[config.mk]
export PLATFORM = sky130hd
export DESIGN_NAME = fetch_stage_flat
export DESIGN_NICKNAME = d
export VERILOG_FILES = /design/src/rtl/fetch_stage_if.sv /design/src/rtl/fetch_stage.sv /design/src/flat_wrapper.sv
export SDC_FILE = /design/constraint.sdc
export NUM_CORES = 1
export LEC_CHECK = 0
export BUFFER_PORTS_ARGS = -buffer_cell sky130_fd_sc_hd__buf_4
export CORE_AREA = 2 2 94 132
export DETAILED_ROUTE_END_ITERATION = 10
export DIE_AREA = 0 0 96 134
export PLACE_DENSITY = 0.66
export SYNTH_ARGS = -nofsm -noshare
export SYNTH_HDL_FRONTEND = slang
export SYNTH_SLANG_ARGS = --single-unit
[constraint.sdc]
create_clock -name clk -period 2.96 [get_ports clk]
set_clock_uncertainty 0.1 [all_clocks]
set_input_delay 0.444 -clock clk [delete_from_list [all_inputs] [get_ports clk]]
set_output_delay 0.444 -clock clk [all_outputs]
set_load 0.005 [all_outputs]
[src/rtl/fetch_stage_if.sv]
// Instruction-memory request/acknowledge bus between the fetch stage and imem.
interface fetch_stage_if;
    logic        imem_req;
    logic [15:0] imem_addr;
    logic        imem_ack;
    logic [15:0] imem_rdata;

    modport master (output imem_req, imem_addr, input imem_ack, imem_rdata);
    modport slave  (input imem_req, imem_addr, output imem_ack, imem_rdata);
endinterface

[src/rtl/fetch_stage.sv]
// Instruction fetch with PC, one-word skid buffer, redirect handling and IF/ID register.
module fetch_stage #(
    parameter logic [15:0] RESET_PC     = 16'h0000,
    parameter logic [15:0] PC_STEP      = 16'd2,
    parameter logic [15:0] BUBBLE_INSTR = 16'h1000
) (
    input  logic                clk,
    input  logic                reset,
    input  logic                stall,
    input  logic                redirect_valid,
    input  logic [15:0]         redirect_pc,
    fetch_stage_if.master       imem,
    output logic                if_id_valid,
    output logic [15:0]         if_id_instr,
    output logic [15:0]         if_id_pc_next,
    output logic [3:0]          opcode
);

    localparam logic [1:0] FETCH = 2'd0;
    localparam logic [1:0] SKID  = 2'd1;
    localparam logic [1:0] DROP  = 2'd2;

    logic [1:0]  state;
    logic        started;
    logic [15:0] pc;
    logic [15:0] pc_step;
    logic [15:0] skid_instr;
    logic [15:0] skid_pc_next;
    logic [15:0] target;
    logic        ack;
    logic        new_valid;
    logic [15:0] new_instr;
    logic [15:0] new_pc_next;

    function automatic logic [15:0] pc_inc(input logic [15:0] a);
        return a + PC_STEP;
    endfunction

    assign pc_step        = pc_inc(pc);
    // Request held low until the first clock after reset release, and while the skid is full.
    assign imem.imem_req  = started && (state != SKID);
    // In DROP the PC is frozen, so it still names the outstanding address.
    assign imem.imem_addr = pc;
    assign ack            = imem.imem_req && imem.imem_ack;
    assign opcode         = if_id_instr[15:12];

    always_comb begin
        new_valid   = 1'b0;
        new_instr   = imem.imem_rdata;
        new_pc_next = pc_step;
        if (state == SKID) begin
            new_valid   = 1'b1;
            new_instr   = skid_instr;
            new_pc_next = skid_pc_next;
        end else if (state == FETCH && ack) begin
            new_valid = 1'b1;
        end
    end

    always_ff @(posedge clk or posedge reset) begin
        if (reset) begin
            state        <= FETCH;
            started      <= 1'b0;
            pc           <= RESET_PC;
            skid_instr   <= 16'h0000;
            skid_pc_next <= 16'h0000;
            target       <= 16'h0000;
        end else begin
            started <= 1'b1;
            case (state)
                FETCH: begin
                    if (ack) begin
                        if (redirect_valid) begin
                            pc <= redirect_pc;
                        end else begin
                            pc <= pc_step;
                            if (stall) begin
                                skid_instr   <= imem.imem_rdata;
                                skid_pc_next <= pc_step;
                                state        <= SKID;
                            end
                        end
                    end else if (started && redirect_valid) begin
                        target <= redirect_pc;
                        state  <= DROP;
                    end
                end
                SKID: begin
                    if (redirect_valid) begin
                        pc    <= redirect_pc;
                        state <= FETCH;
                    end else if (!stall) begin
                        state <= FETCH;
                    end
                end
                DROP: begin
                    if (redirect_valid) target <= redirect_pc;
                    // The stale word is discarded; the newest redirect wins.
                    if (ack) begin
                        pc    <= redirect_valid ? redirect_pc : target;
                        state <= FETCH;
                    end
                end
                default: state <= FETCH;
            endcase
        end
    end

    // IF/ID register: flush beats stall, stall beats a new word.
    always_ff @(posedge clk or posedge reset) begin
        if (reset) begin
            if_id_valid   <= 1'b0;
            if_id_instr   <= BUBBLE_INSTR;
            if_id_pc_next <= 16'h0000;
        end else if (redirect_valid) begin
            if_id_valid <= 1'b0;
            if_id_instr <= BUBBLE_INSTR;
        end else if (!stall) begin
            if (new_valid) begin
                if_id_valid   <= 1'b1;
                if_id_instr   <= new_instr;
                if_id_pc_next <= new_pc_next;
            end else begin
                if_id_valid <= 1'b0;
                if_id_instr <= BUBBLE_INSTR;
            end
        end
    end

endmodule

[src/flat_wrapper.sv]
// flat-port wrapper written by rule: the top's interface ports become plain ports
module fetch_stage_flat 
#(
    parameter logic [15:0] RESET_PC     = 16'h0000,
    parameter logic [15:0] PC_STEP      = 16'd2,
    parameter logic [15:0] BUBBLE_INSTR = 16'h1000
)
  (clk, reset, stall, redirect_valid, redirect_pc, if_id_valid, if_id_instr, if_id_pc_next, opcode, imem_imem_req, imem_imem_addr, imem_imem_ack, imem_imem_rdata);
  fetch_stage_if imem_i ();
  input  logic clk;
  input  logic reset;
  input  logic stall;
  input  logic redirect_valid;
  input  logic [15:0] redirect_pc;
  output logic if_id_valid;
  output logic [15:0] if_id_instr;
  output logic [15:0] if_id_pc_next;
  output logic [3:0] opcode;
  output wire logic [$bits(imem_i.imem_req)-1:0] imem_imem_req;
  output wire logic [$bits(imem_i.imem_addr)-1:0] imem_imem_addr;
  input wire logic [$bits(imem_i.imem_ack)-1:0] imem_imem_ack;
  input wire logic [$bits(imem_i.imem_rdata)-1:0] imem_imem_rdata;
  assign imem_imem_req = imem_i.imem_req;
  assign imem_imem_addr = imem_i.imem_addr;
  assign imem_i.imem_ack = imem_imem_ack;
  assign imem_i.imem_rdata = imem_imem_rdata;
  fetch_stage #(.RESET_PC(RESET_PC), .PC_STEP(PC_STEP), .BUBBLE_INSTR(BUBBLE_INSTR)) u_core (.clk(clk), .reset(reset), .stall(stall), .redirect_valid(redirect_valid), .redirect_pc(redirect_pc), .imem(imem_i), .if_id_valid(if_id_valid), .if_id_instr(if_id_instr), .if_id_pc_next(if_id_pc_next), .opcode(opcode));
endmodule
==> results.yml <==
critical_path:
  required_ns: 3.07
  slowest_stage: "a221o_1"
  critPathMaxFanout: 19
  startpoint_type: "register"
  crit_type: "register to register"
  critPathMaxStageDelay_ns: 0.55
  reg2regPathDepth: 8
  cp.arrival_ns: 2.50
  worst_setup_path_end_kind: "register"
  cp_cell_sequence: "inv_1, ha_2, nor2b_4, nand2_4, a221o_1, buf_4, o21ai_0, o31ai_1"
sta:
  hold_violations: 0
  tns_ns: 0
  max_freq_ghz: 0.419
  tightest_slew_ns: 0.641
  fin_crit_ns: 2.39
  fin_ws_ns: 0.573
  setup_viol: 0
  rsz0062_at_grt: "false"
  maxSlewHeadroom_pct: 57.2
  fin_crit_sh_pct: 80.7
  maxSlewViolCount: 0
synth:
  synth-seq-cells: 100
  ys_seq_area_share_pct: 48.8
  avgSynthCellArea_sq_um: 10.5
  synth_edf_count: 0
  synth_cell_types: 60
  synthArstFlopShare_pct: 100
  syn_area_sq_um: 5130
  post-synth-top-count-cell: "dfrtp_1"
  synth_area_leader_cell: "dfrtp_1"
  synth_cells: 491
  synth_fp_nets: 533
  synth_top_flop_cell: "dfrtp_1"
  ys_top_cells_by_area: "dfrtp_1 48%, mux2_2 9.9%, nand2_1 5.8%, o21ai_0 5.2%, mux2i_1 4.9%"
  yosysWarnings: 0
  synth_top_area_share_pct: 48.3
  synth_commonest_cells: "99 x dfrtp_1, 80 x nand2_1, 53 x o21ai_0, 45 x mux2_2"
floorplan:
  die_w_um: 96
  core_area_sq_um: 11700
  dieArea_sq_um: 12900
  rows: 47
  ios: 91
  initial_core_util_pct: 43.9
  die_h_um: 134
cts:
  cts_made_buffers: 9
  cts_tree: "yes"
  cts_sinks: 100
  cts_setup_buffers: 0
  cts.htree.levels: 3
  clockBufferDepth: 2
  clk_pin_slew_worst_paths_ns: 0.06
  holdBufCountCts: 0
  root_buffer: "clkbuf_16"
  worstSkewPairLatency_ns: 0.34
  cts_resized: 0
detailed_routing:
  drtIter0Drc: 171
  drc_errors: 0
  drt_wl_total_um: 11700
  num_vias: 3915
  wl_per_cell_um: 16.3
  final_antenna_net_count: 0
  vias_per_cell: 5.47
  first_pass_iters: 7
grt:
  grt_antenna_before_repair: 0
  grt_use_total_pct: 19.0
  grt_first_pass_wirelength_um: 19200
  grt_pass1_vias: 3798
  grt_overflow: 0
  grt_max_degree: 55
final_layout:
  ff_latch_area_sq_um: 2500
  fin_nets: 606
  multiInputGateArea_sq_um: 2390
  fill_cells: 1065
  final_core_util_pct: 53.2
  final-instance-count-excl-fill: 716
  diodes: 0
  area_growth_pct: 21.3
  drive_above_1_share_pct: 30.8
outcome:
  status: "finished, final reports clean"
placed_design:
  io_buffers: 90
  dp.cells: 700
  gp_congestion: 0.809
  pre_cts_ws_ns: 0.593
  dp_hpwl_um: 8300
power_and_ir_drop:
  power.leakage_nw: 2.75
  peakVddDrop_mv: 0.459
  power_density_nw_per_um2: 1040
min_path:
  worstHoldPathType: "primary input to async pin"
job:
  cap_violations: 0
cells by family after synthesis:
group / synth area share (%)
simple gates: 11.9
xor+xnor: 2.22
flops: 48.8
other cells: 0.0730
buf+inv: 4.63
compound gates: 16.2
fa+ha+maj: 1.22
mux: 15.0
registers in the layout, indices dropped and copies added, names as in the netlist:
register / cells
u_core.if_id_instr: 16
u_core.skid_instr: 16
u_core.skid_pc_next: 16
u_core.imem.imem_addr: 16
u_core.if_id_valid: 1
u_core.target: 16
u_core.started: 1
u_core.if_id_pc_next: 16
u_core.state: 2
layout make-up:
cell class	count	share of cell area (%)
clock buffer	12	3.96
inverter	6	0.422
clock inverter	4	1.17
tap	147	2.95
multi-input combinational	344	38.5
sequential	100	40.2
timing repair buffer	103	12.8
per-stage QoR:
| step | area [sq um] | hold slack, ns | power [W] |
|---|---|---|---|
| 4_1_cts | 6230 | 0.0600 | 0.00651 |
| 6_report | 6230 | 0.0521 | 0.00646 |
| 3_3_place_gp | 5910 | 0.361 | 0.00513 |
| 2_1_floorplan | 5140 | 0.350 | 0.00431 |
| 3_5_place_dp | 5910 | 0.367 | 0.00523 |
| 5_1_grt | 6230 | 0.0790 | 0.00697 |
report_power, final:
group	leakage, nW	internal, W	switching, W
combinational	1.35	0.00138	0.00141
clock	0.153	0.000763	0.000490
sequential	1.25	0.00195	0.000466
total	2.75	0.00410	0.00236
routing by layer:
| metal | up-vias | wire [um] | GRT usage (%) | share of wire [%] |
|---|---|---|---|---|
| met5 | - | 0 | 0 | 0 |
| met3 | 13 | 582 | 3.20 | 5.0 |
| met4 | 0 | 183 | 6.67 | 1.6 |
| met1 | 1875 | 5070 | 24.6 | 43 |
| li1 | 1911 | - | - | - |
| met2 | 116 | 5860 | 31.8 | 50 |
placed cells by master, fill, tap and decap left out, drive strengths merged, types with 6 or more instances in the layout:
master	instances
a21oi	25
a221oi	6
buf	103
clkbuf	12
dfrtp	99
mux2	46
mux2i	25
nand2	81
nand3	8
nor2	10
o21ai	54
o31ai	8
xnor2	9
worst max-delay path: cells and delay by family (launching register included):
family | cells | cell delay [ns]
AO/OA/AOI/OAI | 3 | 0.80
flip-flops | 1 | 0.39
buffers and inverters | 2 | 0.35
AND/OR/NAND/NOR | 2 | 0.32
adder cells (fa/ha/maj) | 1 | 0.30
path summary, 6_finish.rpt:
path	startpoint	to	slack [ns]
worst max register to register	u_core.state[1]	u_core.imem.imem_addr[10]	0.57
max in group asynchronous	reset	u_core.if_id_instr[15]	2.00
worst min register to register	u_core.if_id_valid	u_core.if_id_valid	0.38
worst max-delay path	u_core.state[1]	u_core.imem.imem_addr[10]	0.57
min in group clk	imem_imem_rdata[10]	u_core.skid_instr[10]	0.24
worst min-delay path	reset	u_core.started	0.05
(Power assumes the default switching activity.)
